<file path="config.mk">
export PLATFORM = sky130hd
export DESIGN_NAME = spectral_peak_picker
export DESIGN_NICKNAME = d
export VERILOG_FILES = /design/src/rtl/tuner_pkg.sv /design/src/rtl/bin_to_hz.sv /design/src/rtl/spectral_peak_picker.sv
export SDC_FILE = /design/constraint.sdc
export NUM_CORES = 1
export LEC_CHECK = 0
export BUFFER_PORTS_ARGS = -buffer_cell sky130_fd_sc_hd__buf_2
export CORE_MARGIN = 2
export CORE_UTILIZATION = 42
export DETAILED_ROUTE_END_ITERATION = 10
export PLACE_DENSITY = 0.62
export REMOVE_ABC_BUFFERS = 1
export SLEW_MARGIN = 30
export SYNTH_ARGS = -nofsm -noshare
export SYNTH_HDL_FRONTEND = slang
export SYNTH_SLANG_ARGS = --single-unit
</file>
<file path="constraint.sdc">
create_clock -name clk -period 6.7 [get_ports clk]
set_clock_uncertainty 0.15 [all_clocks]
set_input_delay 0.335 -clock clk [delete_from_list [all_inputs] [get_ports clk]]
set_output_delay 0.335 -clock clk [all_outputs]
set_load 0.02 [all_outputs]
</file>
<file path="src/rtl/tuner_pkg.sv">
// Shared tuner defaults: spectrum geometry for the guitar/bass search range
// and the peak-scan state encoding.
package tuner_pkg;

  localparam int          INDEX_WIDTH_DEF = 11;
  localparam int          MAG_WIDTH_DEF   = 24;
  localparam logic [15:0] BIN_STEP_Q8_DEF = 16'd6104;
  localparam int          MIN_BIN_DEF     = 1;
  localparam int          MAX_BIN_DEF     = 60;

  typedef enum logic {
    IDLE = 1'b0,
    SCAN = 1'b1
  } scan_state_t;

endpackage

</file>
<file path="src/rtl/bin_to_hz.sv">
// Registered bin-index to integer-Hz conversion: (idx * step_q8_8) >> 8.
// The product is sized so that it can never overflow.
module bin_to_hz #(
  parameter int          INDEX_WIDTH = 11,
  parameter int          FREQ_WIDTH  = INDEX_WIDTH + 16,
  parameter logic [15:0] BIN_STEP_Q8 = 16'd6104
) (
  input  logic                   clk,
  input  logic                   reset_n,
  input  logic                   en,
  input  logic [INDEX_WIDTH-1:0] idx,
  output logic [FREQ_WIDTH-1:0]  freq
);

  localparam int PW = INDEX_WIDTH + 16;

  logic [PW-1:0] prod;

  assign prod = PW'(idx) * PW'(BIN_STEP_Q8);

  always_ff @(posedge clk or negedge reset_n) begin
    if (!reset_n) begin
      freq <= '0;
    end else if (en) begin
      freq <= FREQ_WIDTH'(prod >> 8);
    end
  end

endmodule

</file>
<file path="src/rtl/spectral_peak_picker.sv">
// Streams one magnitude spectrum per frame, picks the strongest in-window bin
// and reports it as a frequency word. Optional macro: PEAK_SMOOTH_EN.
module spectral_peak_picker
  import tuner_pkg::*;
#(
  parameter int                   INDEX_WIDTH = INDEX_WIDTH_DEF,
  parameter int                   MAG_WIDTH   = MAG_WIDTH_DEF,
  parameter int                   FREQ_WIDTH  = INDEX_WIDTH + 16,
  parameter logic [15:0]          BIN_STEP_Q8 = BIN_STEP_Q8_DEF,
  parameter int                   MIN_BIN     = MIN_BIN_DEF,
  parameter int                   MAX_BIN     = MAX_BIN_DEF,
  parameter logic [MAG_WIDTH-1:0] MAG_THRESH  = MAG_WIDTH'(4096)
) (
  input  logic                   clk,
  input  logic                   reset_n,
  input  logic [MAG_WIDTH-1:0]   mag_data,
  input  logic [INDEX_WIDTH-1:0] mag_index,
  input  logic                   mag_valid,
  input  logic                   mag_last,
  output logic [FREQ_WIDTH-1:0]  freq_out,
  output logic                   freq_valid,
  output logic                   freq_strobe,
  output logic [MAG_WIDTH-1:0]   peak_mag
);

  scan_state_t            state;
  logic [MAG_WIDTH-1:0]   best_mag;
  logic [INDEX_WIDTH-1:0] best_idx;
  logic                   hit;
  logic                   in_win, take;
  logic [MAG_WIDTH-1:0]   fin_mag;
  logic [INDEX_WIDTH-1:0] fin_idx;

  logic                   vld_p0, cap_hit_p0, qual_p0;
  logic [MAG_WIDTH-1:0]   cap_mag_p0;
  logic [INDEX_WIDTH-1:0] cap_idx_p0, idx_p0;

  logic                   vld_p1, qual_p1;
  logic [MAG_WIDTH-1:0]   mag_p1;
  logic [FREQ_WIDTH-1:0]  freq_p1;

  // Strict '>' keeps the earliest index on ties; the first in-window beat always loads.
  assign in_win  = mag_valid && (int'(mag_index) >= MIN_BIN) && (int'(mag_index) <= MAX_BIN);
  assign take    = in_win && (!hit || (mag_data > best_mag));
  assign fin_mag = take ? mag_data  : best_mag;
  assign fin_idx = take ? mag_index : best_idx;

  // Stage 0: scan, capture the frame's winner on the last beat
  always_ff @(posedge clk or negedge reset_n) begin
    if (!reset_n) begin
      state      <= IDLE;
      best_mag   <= '0;
      best_idx   <= '0;
      hit        <= 1'b0;
      vld_p0     <= 1'b0;
      cap_mag_p0 <= '0;
      cap_idx_p0 <= '0;
      cap_hit_p0 <= 1'b0;
    end else begin
      vld_p0 <= mag_valid && mag_last;
      if (mag_valid) begin
        if (mag_last) begin
          cap_mag_p0 <= fin_mag;
          cap_idx_p0 <= fin_idx;
          cap_hit_p0 <= hit || in_win;
          best_mag   <= '0;
          best_idx   <= '0;
          hit        <= 1'b0;
          state      <= IDLE;
        end else begin
          if (take) begin
            best_mag <= mag_data;
            best_idx <= mag_index;
          end
          hit   <= hit || in_win;
          state <= SCAN;
        end
      end
    end
  end

  assign qual_p0 = cap_hit_p0 && (cap_mag_p0 >= MAG_THRESH);

`ifdef PEAK_SMOOTH_EN
  logic [INDEX_WIDTH-1:0] prev_idx_p1;
  logic                   prev_qual_p1;
  logic [INDEX_WIDTH:0]   idx_sum;

  assign idx_sum = {1'b0, prev_idx_p1} + {1'b0, cap_idx_p0};
  assign idx_p0  = (qual_p0 && prev_qual_p1) ? idx_sum[INDEX_WIDTH:1] : cap_idx_p0;

  always_ff @(posedge clk or negedge reset_n) begin
    if (!reset_n) begin
      prev_idx_p1  <= '0;
      prev_qual_p1 <= 1'b0;
    end else if (vld_p0) begin
      prev_idx_p1  <= cap_idx_p0;
      prev_qual_p1 <= qual_p0;
    end
  end
`else
  assign idx_p0 = cap_idx_p0;
`endif

  // Stage 1: index to Hz, qualify bit and magnitude travel alongside
  bin_to_hz #(
    .INDEX_WIDTH (INDEX_WIDTH),
    .FREQ_WIDTH  (FREQ_WIDTH),
    .BIN_STEP_Q8 (BIN_STEP_Q8)
  ) u_bin_to_hz (
    .clk     (clk),
    .reset_n (reset_n),
    .en      (vld_p0),
    .idx     (idx_p0),
    .freq    (freq_p1)
  );

  always_ff @(posedge clk or negedge reset_n) begin
    if (!reset_n) begin
      vld_p1  <= 1'b0;
      qual_p1 <= 1'b0;
      mag_p1  <= '0;
    end else begin
      vld_p1 <= vld_p0;
      if (vld_p0) begin
        qual_p1 <= qual_p0;
        mag_p1  <= cap_mag_p0;
      end
    end
  end

  // Stage 2: output registers; unqualified frames keep the last good word
  always_ff @(posedge clk or negedge reset_n) begin
    if (!reset_n) begin
      freq_strobe <= 1'b0;
      freq_valid  <= 1'b0;
      freq_out    <= '0;
      peak_mag    <= '0;
    end else begin
      freq_strobe <= vld_p1;
      if (vld_p1) begin
        freq_valid <= qual_p1;
        if (qual_p1) begin
          freq_out <= freq_p1;
          peak_mag <= mag_p1;
        end
      end
    end
  end

endmodule

</file>
After elaboration in Yosys (flattened, before gate mapping)
Index checks and enable logic that the tools add are counted.
{"block": "word_totals", "output_inout_bits": 53, "ff_bits": 157, "input_bits": 39, "wordCells": 35}
{"block": "classes", "n_mux": 5, "n_mul": 1, "magnitude_cmp": 4, "n_reduce_logical": 10}
{"cell": "24-bit two-way mux", "count": 2}
{"cell": "24-bit by 13-bit >= comparator with 1-bit output (second input constant)", "count": 1}
{"cell": "24-bit greater-than comparator", "count": 1}
{"cell": "11-bit two-way mux", "count": 2}
{"cell": "11-bit by 10-bit multiplier with 21-bit output (second input constant)", "count": 1}
{"cell": "11-bit by 1-bit >= comparator with 1-bit output (second input constant)", "count": 1}
{"cell": "11-bit by 6-bit less-or-equal comparator with 1-bit output (second input constant)", "count": 1}
{"cell": "1-bit logical AND", "count": 5}
{"cell": "2-bit AND reduction", "count": 2}
{"cell": "1-bit logical OR", "count": 2}
{"cell": "1-bit logical NOT", "count": 1}
{"cell": "1-bit two-way mux", "count": 1}

Logic depth before layout (Yosys ltp)
Gate-level depths: netlist of run 1.
{"block": "depth", "ltp_word": 6, "depth_mapped": 18, "depth_no_buf": 18}

By module
Synthesis of run 1 repeated with hierarchy kept, for this count alone.
{"block": "unflattened", "cells_unflattened": 976, "hier_area_um2": 10298.6}
{"mod": "spectral_peak_picker", "cells_per_inst": 629, "instances": 1, "seq_area_each_um2": 3803.6, "area_each_um2": 6929.1}
{"mod": "bin_to_hz", "cells_per_inst": 347, "instances": 1, "seq_area_each_um2": 400.4, "area_each_um2": 3369.5}

Least setup slack after synthesis of run 1
Ideal clock, no wire load.
{"block": "synth_path", "kind": "reg2reg", "from": "register cap_idx_p0[1]", "to": "register u_bin_to_hz.freq[13]", "synth_period_minus_slack_ns": 5.161, "path_buffers": 0, "setup_time_ns": 0.125, "arrival_ns": 4.886, "path_stages_with_launch": 18, "t_required_ns": 6.425, "setup_slack_ns": 1.539, "path_cell_list": "dfrtp_1 -> fa_1 -> fa_1 -> inv_1 -> fa_1 -> inv_1 -> fa_1 -> inv_1 -> fa_1 -> inv_1 -> ha_1 -> and3_1 -> a2111oi_4 -> o21ai_2 -> a21o_1 -> a31o_1 -> xor2_1 -> mux2_4"}
{"block": "synth_via", "elab_chain_len": 1}
{"element": "start, declared", "line": "spectral_peak_picker.sv:36", "text": "logic [INDEX_WIDTH-1:0] cap_idx_p0, idx_p0;"}
{"element": "start signal, assigned", "line": "spectral_peak_picker.sv:64", "text": "cap_idx_p0 <= fin_idx;"}
{"element": "11-bit by 10-bit multiplier with 21-bit output", "line": "bin_to_hz.sv:19", "text": "assign prod = PW'(idx) * PW'(BIN_STEP_Q8);"}
{"element": "end signal, assigned", "line": "bin_to_hz.sv:25", "text": "freq <= FREQ_WIDTH'(prod >> 8);"}
{"element": "end, declared", "line": "bin_to_hz.sv:12", "text": "output logic [FREQ_WIDTH-1:0] freq"}
Every way passes these cells.
A chain may end at the register's enable or synchronous reset.

Final worst setup path of run 1
Same ends and word-level chain as after synthesis.

==> results.toml, run 1 <==
[outcome]
status = "completed"

[critical_path]
crit_path_max_fanout = 7
crit_end = "u_bin_to_hz.freq[13]"
worstSetupPathType = "reg -> reg"
regToRegEndpoint = "u_bin_to_hz.freq[13]"
arrival_ns = 5.54
timing.critical_path.from_type = "flip-flop"
r2r_start = "cap_idx_p0[1]"
worstPathRequired_ns = 6.87
endpoint_kind = "flip-flop"
rrSetupSlack_ns = 1.33
crit_path_start = "cap_idx_p0[1]"
reg2reg_depth = 17

[clock_tree]
clkLatencyLatePin_ns = 0.43
cts_root_buf = "clkbuf_16"
cts_buffers = 17
post_cts_buffers = 0
clock_sinks = 157
clk_pin_slew_ns = 0.07
cts.path.max_buffers = 2
cts_tree = "done"
h-tree-depth = 4

[synth]
synth_top_family_by_area = "adder cells"
synth_common_cells = "dfrtp_1, inv_1, ha_1"
ys.flop_type = "dfrtp_1"
synth_fa_ha_area_frac = 0.209
avgSynthCellArea_um2 = 11.2
netlist.area_leader.share = 0.415
syn-cell-area_um2 = 9470
synth_edf_count = 0
synth_compound_area_frac = 0.107
synthArstFlopShare = 1.00
synth_warnings = 0
ys_seq_elements = 157
yosys.area.top_type = "dfrtp_1"
synth-simple-area-share = 0.0949
synthMuxAreaShare = 0.0905
synthDistinctLibCells = 59
synthMostInstantiatedCell = "dfrtp_1"
synthCells = 843
ys_seq_area_frac = 0.415
synth_xor_area_frac = 0.0130
synthTopCellsByArea = "dfrtp_1, ha_1, fa_1"

[grt]
grt_pass1_wl_um = 33500
first_global_vias = 6472
antenna_found_initial = 0
grt_start_max_net_pins = 105
track_usage = 0.177
overflow = 0

[sta]
period_needed_ns = 5.37
timing.final.ws_setup_ns = 1.33
finalSetupViolCount = 0
hold_violations = 0
rsz0062_at_grt = "no"
tightest_slew_ns = 0.869
period_share = 0.802
slew_headroom = 0.421
max_freq_ghz = 0.186
tns_ns = 0
slew_violations = 0
whs_ns = 0.0169

[route]
vias = 6336
totalWireLength_um = 19800
dr.pass1.iters = 5
drc = 0
avgViaCountPerCell = 5.28
wire_per_inst_um = 16.5
postRouteAntennaNets = 0
drt-initial-drc-count = 338

[power_and_ir_drop]
clockPowerShare = 0.228
p_leak_nw = 5.10
p_int_w = 0.00259
p_switching_w = 0.00162
powerDensity_nw_per_um2 = 396
p_seq_frac = 0.305
p_comb_frac = 0.466
vdd.ir_drop.worst_mv = 0.232
switching_share = 0.384

[die]
placementRows = 54
die_width_um = 154
io_pins = 92
die_h_um = 154
die_area_um2 = 23800
initial_utilization = 0.431
design.core.area_um2 = 22000

[finish]
antennaDiodeCount = 0
finalNonFillerCells = 1201
fill_cells = 2030
drive_gt1_frac = 0.224
area_growth_pct = 12.3
nNetsFinal = 1077

[placed_design]
gp_congestion = 0.863
place_ws_ns = 1.32
portBuffers = 80
dpl.hpwl_um = 13800
dp_cells = 1167

[min_path]
hp-class = "in -> reg"

[run]
max_cap_viol_count = 0
==> flip-flops by register name, indices dropped and copies added (netlist names), 11 cells and up <==
register          cells
cap_mag_p0           24
cap_idx_p0           11
u_bin_to_hz.freq     16
best_idx             11
best_mag             24
freq_out             16
peak_mag             24
mag_p1               24
==> worst min-delay path by stage <==
| stage | start | cells after the start | end | slack [ns] |
|---|---|---|---|---|
| global route | mag_data[3] | 2 | best_mag[3] | 0.01 |
| detailed placement | vld_p1 | 0 | freq_strobe | 0.29 |
| floorplan | reset_n | 0 | best_idx[0] | -0.11 |
| CTS | mag_data[6] | 2 | best_mag[6] | 0.007 |
| global placement | vld_p1 | 0 | freq_strobe | 0.25 |
| finish | mag_data[4] | 2 | best_mag[4] | 0.02 |
==> metrics by stage <==
stage / area [µm²] / power, W / utilization
after global routing: 10600 / 0.00460 / 0.484
after detailed placement: 10000 / 0.00326 / 0.457
final: 10600 / 0.00421 / 0.484
after floorplan: 9220 / 0.00280 / -
after global placement: 10000 / 0.00325 / 0.456
after CTS: 10600 / 0.00426 / 0.484
==> power by group through the flow <==
stage               Sequential, W  Clock [W]  Combinational, W
floorplan                 0.00142          0           0.00138
global placement          0.00130          0           0.00195
detailed placement        0.00131          0           0.00196
CTS                       0.00129   0.000981           0.00199
global route              0.00132    0.00103           0.00224
finish                    0.00129   0.000962           0.00197
==> logic make-up (layout without fill, tap and decap cells) <==
| family | after synthesis | in the layout |
|---|---|---|
| AO/OA/AOI/OAI | 147 | 147 |
| XOR/XNOR | 14 | 14 |
| adder cells (fa/ha/maj) | 130 | 130 |
| buffers and inverters | 151 | 219 |
| flip-flops | 157 | 157 |
| multiplexers | 76 | 76 |
| other | 1 | 11 |
| AND/OR/NAND/NOR | 167 | 167 |
==> worst max-delay path: stages (launching register included) <==
cell       delay, ns
dfrtp_1         0.49
fa_1            0.47
fa_1            0.49
inv_1           0.05
fa_1            0.47
inv_1           0.05
fa_1            0.53
inv_1           0.05
fa_1            0.49
inv_1           0.04
ha_1            0.32
and3_1          0.24
a2111oi_4       0.39
o21ai_2         0.14
a21o_1          0.24
a31o_1          0.26
xor2_1          0.14
mux2_4          0.25
==> repair_timing <==
action / 4_1_cts / 5_1_grt
gates resized for setup: 0 / 0
hold endpoints to repair: 104 / 0
hold buffers: 2 / 0
==> layout make-up <==
class	count	area (µm²)	area share
clock buffers	18	429	0.0403
repair buffers	88	475	0.0447
well taps	280	350	0.0329
flip-flops and latches	157	3930	0.369
clock inverters	14	154	0.0145
multi-input cells	545	4930	0.463
inverters	99	372	0.0349
==> metal layers <==
metal,routed length [µm],vias to the layer above,GRT usage
met4,168,0,0.0409
li1,-,3059,-
met2,8890,124,0.268
met3,784,11,0.0327
met5,0,-,0
met1,9950,3142,0.265
==> cell usage in the layout, fill, tap and decap left out, types with 12 or more instances in the layout <==
cell,instances
a21oi_1,16
a31oi_1,31
buf_2,79
clkbuf_16,17
dfrtp_1,156
fa_1,47
ha_1,83
inv_1,99
mux2_2,73
nand2_1,15
nand3_1,34
nand3b_1,12
nand4_1,13
nor2_1,42
o21ai_0,38
(Power assumes the default switching activity.)
==> inputs of run 2 (changes only) <==
--- a/config.mk
+++ b/config.mk
@@ -5,6 +5,7 @@
 export SDC_FILE = /design/constraint.sdc
 export NUM_CORES = 1
 export LEC_CHECK = 0
+export ABC_AREA = 1
 export BUFFER_PORTS_ARGS = -buffer_cell sky130_fd_sc_hd__buf_2
 export CORE_MARGIN = 2
 export CORE_UTILIZATION = 42
==> constraint.sdc (replaced) <==
create_clock -name clk -period 5.46 [get_ports clk]
set_clock_uncertainty 0.15 [all_clocks]
set_input_delay 0.273 -clock clk [delete_from_list [all_inputs] [get_ports clk]]
set_output_delay 0.273 -clock clk [all_outputs]
set_load 0.02 [all_outputs]
==> run 2 against run 1 <==
Power down 32%. Combinational power shrank 81%. Clock power grew 23%. Count of clock-buffer cells in the layout fell by 1. Die area is 6.5% higher. Hold slack gained 0.068 ns. First-iteration DRC count is 28% higher. Critical path depth did not move. Synthesized cell count rose by 36%. Sequential cell count stayed put. Critical path type unchanged.
==> results.toml, run 2 <==
[critical_path]
cp_slowest_stage_delay_ns = 0.55
endpoint_kind = "flip-flop"
arrival_ns = 5.02
crit_path_cell_trace = "inv_1, fa_1, inv_1, fa_1, fa_1, fa_1, inv_1, fa_1, inv_1, ha_1, a21oi_1, a21boi_0, nand3_1, nand3b_1, nand3b_1, nand3_1, o21ai_0"
crit_top_cell = "fa_1"
slowest_stage = "fa_1"
worstPathRequired_ns = 5.59
worstSetupPathType = "reg -> reg"
crit_path_max_fanout = 6
timing.critical_path.from_type = "flip-flop"

[clock_tree]
clk_pin_slew_ns = 0.07
cts_buffers = 17
cts.path.max_buffers = 2
clock_sinks = 157
clkLatencyLatePin_ns = 0.42
h-tree-depth = 4
post_cts_buffers = 0
cts_root_buf = "clkbuf_16"
hold_buffers = 1
cts_tree = "done"
ctsResizeCount = 0

[placed_design]
gp_congestion = 0.892
dpl.hpwl_um = 15700
dp_cells = 1517
portBuffers = 80
placed_area_um2 = 10700

[die]
die_area_um2 = 25300
initial_utilization = 0.429
io_pins = 92
die_h_um = 159
placementRows = 56
die_width_um = 159
design.core.area_um2 = 23500

[sta]
period_share = 0.896
tns_ns = 0
tightest_slew_ns = 0.785
period_needed_ns = 4.89
hold_violations = 0
slew_violations = 0
rsz0062_at_grt = "no"
max_freq_ghz = 0.204
slew_headroom = 0.472
finalSetupViolCount = 0

[synth]
synth_edf_count = 0
avgSynthCellArea_um2 = 8.78
ys_seq_area_frac = 0.389
netlist.area_leader.share = 0.389
synthTopCellsByArea = "dfrtp_1, ha_1, nand2_1"
syn-cell-area_um2 = 10100
synthMostInstantiatedCell = "nand2_1"
synthDistinctLibCells = 39
ys.flop_type = "dfrtp_1"
ys_seq_elements = 157
synth_common_cells = "nand2_1, inv_1, dfrtp_1"
synthArstFlopShare = 1.00
yosys.area.top_type = "dfrtp_1"
synthCells = 1150
synth_warnings = 0

[power_and_ir_drop]
p_leak_nw = 6.15
switching_share = 0.279
p_seq_frac = 0.449
powerDensity_nw_per_um2 = 252
p_int_w = 0.00205
p_switching_w = 0.000795
vdd.ir_drop.worst_mv = 0.187
totalPowerFinal_w = 0.00285
clockPowerShare = 0.416
p_comb_frac = 0.135

[finish]
post-route-util = 0.479
regArea_um2 = 3930
drive_gt1_frac = 0.142
fill_cells = 2282
most-common-layout-cells = "nand2_1, inv_1, dfrtp_1, nand3_1, o21ai_0"
finish.instance_area_um2 = 11300
nNetsFinal = 1387
antennaDiodeCount = 0
finalNonFillerCells = 1549
area_growth_pct = 11.8
final_common_cell = "nand2_1"
multiInputGateArea_um2 = 5190

[grt]
overflow = 0
grt_start_max_net_pins = 67
antenna_found_initial = 0
grt_pass1_wl_um = 36800
track_usage = 0.178
first_global_vias = 7385

[route]
drt-initial-drc-count = 433
wire_per_inst_um = 13.8
avgViaCountPerCell = 4.79
dr.pass1.iters = 5
postRouteAntennaNets = 0
vias = 7412
totalWireLength_um = 21400
drc = 0

[run]
max_cap_viol_count = 0

[min_path]
hp-class = "in -> reg"

[outcome]
status = "completed"
run 2: cell count changes in the layout (fill, tap and decap cells not counted), moves of 8 or more:
cell      change
a22o_1       -11
mux2_2       -63
a31oi_1      -31
nand2b_1      -9
nand4b_1      -8
inv_1        +90
a32o_1       -11
a21oi_1      +11
o21ai_0      +46
nand2_4      +30
nand3_1      +79
nand3b_1     -10
nand2_1     +258
nor2_1       -21
run 2: through the flow:
step	hold WS, ns	setup slack, ns
3_3_place_gp	0.126	0.580
4_1_cts	0.0701	0.552
6_report	0.0854	0.566
3_5_place_dp	0.124	0.569
5_1_grt	0.0967	0.186
2_1_floorplan	-0.173	0.796
run 2: path summary, 6_finish.rpt:
check / start / endpoint / slack, ns / cells after the start
worst min-delay path: mag_data[7] / best_mag[7] / 0.09 / 5
worst max-delay path: cap_idx_p0[4] / u_bin_to_hz.freq[14] / 0.57 / 17
max in group asynchronous: reset_n / vld_p0 / 3.72 / 3
min in group asynchronous: reset_n / freq_out[2] / 0.22 / 2
worst min register to register: vld_p1 / freq_strobe / 0.29 / 0
worst max register to register: cap_idx_p0[4] / u_bin_to_hz.freq[14] / 0.57 / 17
run 2: cell type report:
class                      count  share of cell area
inverter                     190              0.0632
sequential                   157               0.348
multi-input combinational    764               0.460
clock buffer                  17              0.0377
clock inverter                14              0.0141
tap                          319              0.0354
timing repair buffer          88              0.0416
run 2: kinds of logic after synthesis:
group,share of synthesized area
DFF,0.389
adders and majority gates,0.196
buffers and inverters,0.101
xor gates and xnor gates,0.00954
and+or+nand+nor,0.223
other,0.000371
muxes,0.0112
AOI/OAI and AO/OA,0.0691
run 2: worst max-delay path, delay by kind of cell (launching register included):
kind                     cells  cell delay, ns
AO/OA/AOI/OAI                3            0.46
AND/OR/NAND/NOR              4            0.49
adder cells (fa/ha/maj)      6            2.91
flip-flops                   1            0.47
buffers and inverters        4            0.27
run 2: power by group through the flow:
stage	combinational [W]	sequential (W)	clock [W]
2_1_floorplan	0.000202	0.00134	0
3_3_place_gp	0.000382	0.00130	0
3_5_place_dp	0.000386	0.00130	0
4_1_cts	0.000390	0.00128	0.00121
5_1_grt	0.000437	0.00129	0.00126
6_report	0.000384	0.00128	0.00118
run 2: metal layers:
layer | global-route usage | wire length, µm | up-vias
met1 | 0.257 | 11000 | 3493
met3 | 0.0284 | 648 | 21
li1 | - | - | 3764
met2 | 0.281 | 9580 | 134
met5 | 0 | 0 | -
met4 | 0.0434 | 232 | 0
==> inputs of run 3 (changes only) <==
--- a/config.mk
+++ b/config.mk
@@ -7,10 +7,13 @@
 export LEC_CHECK = 0
 export ABC_AREA = 1
 export BUFFER_PORTS_ARGS = -buffer_cell sky130_fd_sc_hd__buf_2
+export CELL_PAD_IN_SITES_DETAIL_PLACEMENT = 1
+export CELL_PAD_IN_SITES_GLOBAL_PLACEMENT = 2
 export CORE_MARGIN = 2
-export CORE_UTILIZATION = 42
+export CORE_UTILIZATION = 37
+export CTS_CLUSTER_SIZE = 8
 export DETAILED_ROUTE_END_ITERATION = 10
-export PLACE_DENSITY = 0.62
+export PLACE_DENSITY = 0.82
 export REMOVE_ABC_BUFFERS = 1
 export SLEW_MARGIN = 30
 export SYNTH_ARGS = -nofsm -noshare
==> run 3 against run 2 <==
Sequential share of layout area fell by 0.21 points. Worst setup slack got worse by 0.044 ns. Via count up 1.8%. Count of clock-buffer cells in the layout grew 1. Hold slack lost 0.013 ns. Non-clock buffer count did not move. Design area is 0.54% higher. Routed wire length grew 14%. Register-to-register slack got worse by 0.04 ns. Clock power rose by 7%. Critical path type unchanged. Largest cell class unchanged. Largest power group unchanged.
==> results.toml, run 3 (same netlist as run 2, synthesis figures left out) <==
[outcome]
status = "completed"

[power_and_ir_drop]
p_switching_w = 0.000864
vdd.ir_drop.worst_mv = 0.196
p_leak_nw = 6.17
p_int_w = 0.00207
p_seq_frac = 0.432
clockPowerShare = 0.431
totalPowerFinal_w = 0.00294
p_comb_frac = 0.137
switching_share = 0.294
powerDensity_nw_per_um2 = 259

[sta]
rsz0062_at_grt = "no"
slew_headroom = 0.357
whs_ns = 0.0728
finalSetupViolCount = 0
slew_violations = 0
max_freq_ghz = 0.203
tightest_slew_ns = 0.955
tns_ns = 0
period_share = 0.904
period_needed_ns = 4.94
hold_violations = 0

[route]
wire_per_inst_um = 15.6
postRouteAntennaNets = 0
avgViaCountPerCell = 4.80
vias = 7544
totalWireLength_um = 24500
drc = 0
drt-initial-drc-count = 314
dr.pass1.iters = 4

[grt]
antenna_found_initial = 1
track_usage = 0.186
first_global_vias = 8227
grt_start_max_net_pins = 80
overflow = 0
grt_pass1_wl_um = 41900

[critical_path]
crit_path_cell_trace = "inv_1, fa_1, inv_1, fa_1, fa_1, fa_1, inv_1, fa_1, inv_1, ha_1, a21oi_1, a21boi_0, nand3_1, nand3b_1, nand3b_1, nand3_1, o21ai_0"
crit_top_cell = "fa_1"
slowest_stage = "fa_1"
endpoint_kind = "flip-flop"
crit_path_max_fanout = 5
arrival_ns = 5.07
rrSetupSlack_ns = 0.52
worstPathRequired_ns = 5.60
cp_slowest_stage_delay_ns = 0.54
worstSetupPathType = "reg -> reg"
timing.critical_path.from_type = "flip-flop"

[die]
die_area_um2 = 28600
initial_utilization = 0.376
design.core.area_um2 = 26900
io_pins = 92
placementRows = 60
die_h_um = 169
die_width_um = 169

[placed_design]
gp_congestion = 0.836
portBuffers = 80
dp_cells = 1539
dpl.hpwl_um = 17800

[finish]
antennaDiodeCount = 0
post-route-util = 0.422
drive_gt1_frac = 0.142
fill_cells = 3214
final_common_cell = "nand2_1"
finalNonFillerCells = 1572
nNetsFinal = 1387
most-common-layout-cells = "nand2_1, inv_1, dfrtp_1, nand3_1, o21ai_0"
area_growth_pct = 12.4

[run]
max_cap_viol_count = 0

[clock_tree]
cts_buffers = 17
cts.path.max_buffers = 2
cts_root_buf = "clkbuf_16"
ctsResizeCount = 0
clkLatencyLatePin_ns = 0.44
h-tree-depth = 4
cts_tree = "done"
clock_sinks = 157
clk_pin_slew_ns = 0.07

[min_path]
hp-class = "in -> reg"
-- run 3: cell types whose count changed in the layout (fill, tap and decap cells not counted) --
| cell | delta |
|---|---|
| clkinv_1 | +1 |
| clkinvlp_4 | -3 |
| nor2_2 | -1 |
| clkbuf_1 | +1 |
| nor2_4 | +1 |
| inv_6 | +1 |
| clkinv_2 | -1 |
| inv_1 | -1 |
| dfrtp_4 | -1 |
| clkinv_4 | -1 |
| clkinv_8 | +2 |
| inv_8 | +2 |
| dfrtp_2 | +1 |
-- run 3: routing by layer --
metal  wire length (µm)  part of all wire  track usage  vias up
met5                 13           0.00053            0        -
met1              11900              0.49        0.250     3663
met4                217            0.0089       0.0446        2
met2              11600              0.47        0.318       95
li1                   -                 -            -     3765
met3                714             0.029       0.0254       19
-- run 3: worst max-delay path, delay by kind of cell, from the launching register on --
| family | cells | cell delay [ns] |
|---|---|---|
| compound gates | 3 | 0.48 |
| fa+ha+maj | 6 | 2.90 |
| buf+inv | 4 | 0.30 |
| flops | 1 | 0.46 |
| simple gates | 4 | 0.50 |
-- run 3: repair_timing --
action | 4_1_cts | 5_1_grt
endpoints found under the hold margin | 77 | 0
hold buffers | 1 | 0
endpoints found under the setup margin | 0 | 0
buffers inserted | 0 | 0
-- run 3: final timing paths --
| kind | startpoint | endpoint | depth (start not counted) |
|---|---|---|---|
| worst max-delay path | cap_idx_p0[5] | u_bin_to_hz.freq[14] | 17 |
| worst min-delay path | mag_index[1] | best_idx[1] | 5 |
| worst max register to register | cap_idx_p0[5] | u_bin_to_hz.freq[14] | 17 |
| worst min register to register | vld_p1 | freq_strobe | 0 |
| max in group asynchronous | reset_n | best_idx[8] | 3 |
| min in group asynchronous | reset_n | cap_idx_p0[1] | 2 |
-- run 3: power by group through the flow --
stage | Sequential, W | Combinational (W) | Clock, W
after floorplan | 0.00134 | 0.000202 | 0
after global placement | 0.00129 | 0.000398 | 0
after detailed placement | 0.00129 | 0.000408 | 0
after CTS | 0.00127 | 0.000412 | 0.00130
after global routing | 0.00128 | 0.000462 | 0.00134
final | 0.00127 | 0.000401 | 0.00126
-- run 3: layout make-up --
type / count / area [µm²] / share of cell area
Sequential cell: 157 / 3930 / 0.346
Tap cell: 341 / 427 / 0.0376
Clock inverter: 14 / 186 / 0.0164
Multi-Input combinational cell: 764 / 5190 / 0.458
Inverter: 190 / 713 / 0.0629
Timing Repair Buffer: 88 / 469 / 0.0413
Clock buffer: 18 / 429 / 0.0378
-- run 3: stage by stage --
step           instance area (µm²)  worst slack, ns
2_1_floorplan                 9820            0.796
6_report                     11300            0.522
5_1_grt                      11300           0.0856
3_3_place_gp                 10700            0.602
3_5_place_dp                 10700            0.523
4_1_cts                      11300            0.487
